$ cat config.mk
export PLATFORM = sky130hd
export DESIGN_NAME = ps2_frame_ctrl
export DESIGN_NICKNAME = d
export VERILOG_FILES = /design/src/rtl/ps2_frame_ctrl.sv
export SDC_FILE = /design/constraint.sdc
export NUM_CORES = 1
export LEC_CHECK = 0
export ABC_AREA = 1
export BUFFER_PORTS_ARGS = -buffer_cell sky130_fd_sc_hd__buf_2
export CAP_MARGIN = 10
export CORE_UTILIZATION = 49
export CTS_BUF_LIST = sky130_fd_sc_hd__clkbuf_8
export DETAILED_ROUTE_END_ITERATION = 16
export PLACE_DENSITY = 0.69
export REMOVE_ABC_BUFFERS = 1
export SLEW_MARGIN = 20
export SYNTH_ARGS = -nofsm -noshare
export SYNTH_HDL_FRONTEND = slang
export SYNTH_SLANG_ARGS = --single-unit
export TNS_END_PERCENT = 30
$ cat constraint.sdc
create_clock -name clk -period 3 [get_ports clk]
set_input_delay 0.6 -clock clk [delete_from_list [all_inputs] [get_ports clk]]
set_output_delay 0.6 -clock clk [all_outputs]
set_load 0.05 [all_outputs]
$ cat src/rtl/ps2_frame_ctrl.sv
// PS/2 device-to-host receiver: pin synchronizers, clock glitch filter, frame FSM
// with timeout, and a show-ahead receive FIFO. Define PS2_PARITY_CHECK_EN to reject bad-parity frames.
module ps2_frame_ctrl #(
  parameter int FILTER_LEN  = 8,
  parameter int TIMEOUT_CYC = 10000,
  parameter int FIFO_DEPTH  = 4
) (
  input  logic       clk,
  input  logic       rst,
  input  logic       ps2_clk,
  input  logic       ps2_data,
  output logic [7:0] rd_data,
  output logic       rd_valid,
  input  logic       rd_ready,
  output logic       frame_err,
  output logic       ovf,
  input  logic       clr_ovf,
  output logic       busy,
  output logic [1:0] dbg_state
);

  localparam int FW = $clog2(FILTER_LEN + 1);
  localparam int TW = $clog2(TIMEOUT_CYC + 1);
  localparam int PW = $clog2(FIFO_DEPTH);
  localparam int CW = PW + 1;

  typedef enum logic [1:0] {IDLE = 2'd0, DATA = 2'd1, PARITY = 2'd2, STOP = 2'd3} state_t;

  logic          clk_s1, clk_s2, dat_s1, dat_s2;
  logic [FW-1:0] filt_cnt;
  logic          clk_f, clk_f_d, fall_p;

  state_t        state, state_n;
  logic [2:0]    bit_cnt, bit_cnt_n;
  logic [7:0]    shift, shift_n;
  logic          par_bit, par_bit_n, par_ok;
  logic [TW-1:0] to_cnt, to_cnt_n;
  logic          push_n, err_n, push;
  logic [7:0]    push_byte;

  logic [7:0]    mem [FIFO_DEPTH];
  logic [PW-1:0] wr_ptr, rd_ptr;
  logic [CW-1:0] count;
  logic          pop, full, do_push;

  always_ff @(posedge clk or posedge rst) begin
    if (rst) begin
      clk_s1 <= 1'b1;
      clk_s2 <= 1'b1;
      dat_s1 <= 1'b1;
      dat_s2 <= 1'b1;
    end else begin
      clk_s1 <= ps2_clk;
      clk_s2 <= clk_s1;
      dat_s1 <= ps2_data;
      dat_s2 <= dat_s1;
    end
  end

  // clk_f follows clk_s2 only after FILTER_LEN samples in a row disagree with it
  always_ff @(posedge clk or posedge rst) begin
    if (rst) begin
      filt_cnt <= '0;
      clk_f    <= 1'b1;
      clk_f_d  <= 1'b1;
    end else begin
      clk_f_d <= clk_f;
      if (clk_s2 == clk_f) begin
        filt_cnt <= '0;
      end else if (filt_cnt == FW'(FILTER_LEN - 1)) begin
        clk_f    <= clk_s2;
        filt_cnt <= '0;
      end else begin
        filt_cnt <= filt_cnt + 1'b1;
      end
    end
  end

  assign fall_p = clk_f_d & ~clk_f;

`ifdef PS2_PARITY_CHECK_EN
  assign par_ok = ^{shift, par_bit};
`else
  // parity bit is still captured, its value simply never rejects a frame
  assign par_ok = (^{shift, par_bit}) | 1'b1;
`endif

  always_ff @(posedge clk or posedge rst) begin
    if (rst) begin
      state     <= IDLE;
      bit_cnt   <= '0;
      shift     <= '0;
      par_bit   <= 1'b0;
      to_cnt    <= '0;
      push      <= 1'b0;
      push_byte <= '0;
      frame_err <= 1'b0;
    end else begin
      state     <= state_n;
      bit_cnt   <= bit_cnt_n;
      shift     <= shift_n;
      par_bit   <= par_bit_n;
      to_cnt    <= to_cnt_n;
      push      <= push_n;
      frame_err <= err_n;
      if (push_n) push_byte <= shift;
    end
  end

  always_comb begin
    state_n   = state;
    bit_cnt_n = bit_cnt;
    shift_n   = shift;
    par_bit_n = par_bit;
    to_cnt_n  = to_cnt;
    push_n    = 1'b0;
    err_n     = 1'b0;
    if (state != IDLE) to_cnt_n = fall_p ? '0 : to_cnt + 1'b1;
    case (state)
      IDLE: begin
        to_cnt_n = '0;
        if (fall_p) begin
          if (!dat_s2) begin
            state_n   = DATA;
            bit_cnt_n = '0;
            shift_n   = '0;
          end else begin
            err_n = 1'b1;
          end
        end
      end
      DATA: if (fall_p) begin
        shift_n   = {dat_s2, shift[7:1]};
        bit_cnt_n = bit_cnt + 1'b1;
        if (bit_cnt == 3'd7) state_n = PARITY;
      end
      PARITY: if (fall_p) begin
        par_bit_n = dat_s2;
        state_n   = STOP;
      end
      STOP: if (fall_p) begin
        state_n = IDLE;
        if (dat_s2 && par_ok) push_n = 1'b1;
        else                  err_n  = 1'b1;
      end
      default: state_n = IDLE;
    endcase
    // stalled line: drop the partial frame
    if (state != IDLE && !fall_p && to_cnt == TW'(TIMEOUT_CYC - 1)) begin
      state_n   = IDLE;
      bit_cnt_n = '0;
      shift_n   = '0;
      to_cnt_n  = '0;
      push_n    = 1'b0;
      err_n     = 1'b1;
    end
  end

  assign busy      = (state != IDLE);
  assign dbg_state = state;

  // Consumer handshake: a byte leaves the FIFO on any rising clk edge where
  // rd_valid and rd_ready are both high; rd_data shows the head while rd_valid.
  assign rd_valid = (count != '0);
  assign pop      = rd_ready && rd_valid;
  assign full     = (count == CW'(FIFO_DEPTH));
  assign do_push  = push && (!full || pop);
  assign rd_data  = rd_valid ? mem[rd_ptr] : 8'h00;

  always_ff @(posedge clk) begin
    if (do_push) mem[wr_ptr] <= push_byte;
  end

  always_ff @(posedge clk or posedge rst) begin
    if (rst) begin
      wr_ptr <= '0;
      rd_ptr <= '0;
      count  <= '0;
      ovf    <= 1'b0;
    end else begin
      if (do_push) wr_ptr <= wr_ptr + 1'b1;
      if (pop)     rd_ptr <= rd_ptr + 1'b1;
      if (do_push && !pop)      count <= count + 1'b1;
      else if (!do_push && pop) count <= count - 1'b1;
      if (push && full && !pop) ovf <= 1'b1;
      else if (clr_ovf)         ovf <= 1'b0;
    end
  end

endmodule

==> run summary <==
area share of the largest cell type after synthesis: 30.1%
Post-Synth Simple-Gate Area: 22.4%
Yosys top cell by area: dfrtp_1
drt pass-1 iters: 4
complex-gate fraction of the synthesized area: 6.30%
DIE AREA: 8680 um2
Synth Area in XOR/XNOR: 1.94%
CTS tree: yes
Slew @ Worst Pin: 0.678 ns
clk buf depth: 2
htree depth: 3
die width: 93.1 um
Layout Nets: 459
Synth Instances: 418
DRT iter0 DRCs: 121
P_sw: 1650 uW
largest family of logic cells by synthesized area: simple AND/OR/NAND/NOR gates
Clock Power Share: 23.6%
most common cell after layout, fill and taps aside: nand2_1
commonest non-fill, non-tap cells in the layout: nand2_1 (76), nor2_1 (61), dfrtp_1 (49), inv_1 (41), edfxtp_1 (32)
Req. time, crit path: 2.40 ns
Fin. Hold Viols: 0
Fmax achieved: 0.391 GHz
hold crit path type: in2async
Post-synth EDFFs: 32
largest net degree at the start of global routing: 56
post-cts resize count: 0
Reg2Reg Capture Point: count[1]$_DFFE_PP0P_
Core Area: 7890 um2
Crit Path Max Fanout: 19
GRT Total Usage: 17.1%
Root Driver: clkbuf_8
Power Internal: 2250 uW
Port Buf Inserts: 19
PwrDens: 873 nW/um2
RSZ-0062 raised after global routing: false
Final Skew: 0.0107 ns
cell leakage power: 0.00203 uW
multiplexer area fraction after synthesis: 0.277%
hpwl dp: 4620 um
Peak supply drop: 0.560 mV
Slew HR: 54.8%
vias in the first global route: 2562
Final TNS setup: 0 ns
most used flip-flop cell after synthesis: dfrtp_1
Max-cap violations: 0
Placer Congestion: 0.792
number of synthesis warnings: 0
FF-to-FF setup slack: 0.78 ns
FF-to-FF Start: count[0]$_DFFE_PP0P_
period utilisation layout: 85.3%
Yosys reg bits: 87
synthesized-area fraction occupied by adder cells: 4.80%
I/O Pins: 20
worst reg2reg path depth: 9
worst setup path start: rd_ptr[0]$_DFFE_PP0N_
Num CTS Buffers: 9
row count: 32
Routed WL per cell: 12.2 um
Clock Sink Count: 87
fin. max-slew vios: 0
drt via density: 4.92
n_diodes: 0
main area contributors after synthesis: dfrtp_1 (30%), edfxtp_1 (24%), nand2_1 (7.0%)
DRC Markers: 0
first-pass GRT wire length: 11400 um
Crit path arrival time: 1.96 ns
Final Setup Violations: 0
CP Capture Type: output port
Congestion Overflow GR: 0
Mean Syn Cell Area: 9.74 um2
Sw Ratio: 42.3%
Reg power frac: 39.2%
Distinct cells, synth: 39
Gate power share: 37.2%
WS Path Type: reg2out
Setup Fix Bufs, Post-CTS: 0
smallest hold slack: 0.271 ns
initial antenna violation count: 0
Clock transition at path regs: 0.09 ns
Die Ht: 93.1 um
synthesized area: 4070 um2
register area share after synthesis: 57.6%
ys async rst share: 63.2%
final wirelength: 6640 um
Setup crit start kind: register
Routed Antenna Nets: 0
status: finished clean
Hold Buf Count CTS: 0
initial core utilization: 51.6%
DR vias: 2683
clock latency at the later pin of the worst-skew pair: 0.36 ns
P&R area growth vs syn: 9.56%
clock period minus worst slack: 2.56 ns
layout cell share with drive strength beyond 1: 16.7%
[cell usage after synthesis (2+ instances only)]
master	n
nand2_2	5
a31oi_1	2
dfrtp_1	49
a21oi_1	14
nand3_1	25
nand2_4	2
nor2_1	61
nor2_2	5
buf_6	4
nand3_2	2
nand2_1	76
nand4_1	4
ha_1	14
o21ai_0	22
buf_2	4
nor3b_2	6
o21ai_1	2
or2_2	2
nor3_1	7
inv_1	42
edfxtp_1	32
clkinv_1	3
xor2_1	8
clkbuf_1	2
dfstp_2	6
inv_2	6
[metal layers]
layer | up-vias | wire length (um) | track usage [%]
li1 | 1389 | - | -
met1 | 1246 | 3260 | 21.7
met2 | 40 | 3090 | 28.3
met3 | 8 | 197 | 4.23
met4 | 0 | 96 | 6.79
met5 | - | 0 | 0
[per-stage QoR]
step	total power, uW	util (%)	cell area, um2	instances	worst slack (ns)
floorplan	2670	-	3990	407	0.444
global placement	2960	53.7	4230	529	0.741
detailed placement	3000	53.7	4230	529	0.670
CTS	3930	56.5	4460	545	0.470
global route	4160	56.5	4460	545	0.272
finish	3890	56.5	4460	545	0.442
[registers in the layout, summed over array words and instances, names as in the netlist, 2 cells and up]
register   flops
bit_cnt        3
dbg_state      2
rd_ptr         2
push_byte      8
mem           32
wr_ptr         2
shift          8
filt_cnt       4
count          3
to_cnt        14
[worst max-delay path by stage]
stage,to,slack [ns],cells after the start
final,rd_data[0],0.44,4
after global routing,rd_data[0],0.27,5
after CTS,rd_data[0],0.47,4
after detailed placement,count[2]$_DFFE_PP0P_,0.67,9
after global placement,count[2]$_DFFE_PP0P_,0.74,9
after floorplan,rd_data[0],0.44,4
[kinds of logic (layout without fill, tap and decap cells)]
logic type | after synthesis | count (layout)
AND/OR/NAND/NOR | 198 | 198
XOR/XNOR | 9 | 9
adder cells (fa/ha/maj) | 15 | 15
multiplexers | 1 | 1
buffers and inverters | 62 | 87
AO/OA/AOI/OAI | 46 | 46
flip-flops | 87 | 87
[critical path, stage by stage (launching register included)]
cell and delay (ns):
dfrtp_1 0.78, inv_2 0.24, o21ai_0 0.27, a21oi_1 0.10
buf_2 0.21
[final cells by class]
cell class / count / area, um2
Clock buffer: 9 / 124
Sequential cell: 87 / 2340
Clock inverter: 7 / 103
Fill cell: 717 / 3430
Multi-Input combinational cell: 269 / 1450
Inverter: 51 / 191
Timing Repair Buffer: 20 / 115
Tap cell: 102 / 128
[power groups by stage]
stage	Combinational (uW)	Sequential [uW]	Clock (uW)
after detailed placement	1450	1550	0
final	1450	1530	919
after CTS	1460	1530	941
after global placement	1420	1540	0
after global routing	1610	1560	988
after floorplan	1110	1560	0
Note: power is estimated with default switching activity, not from simulation.
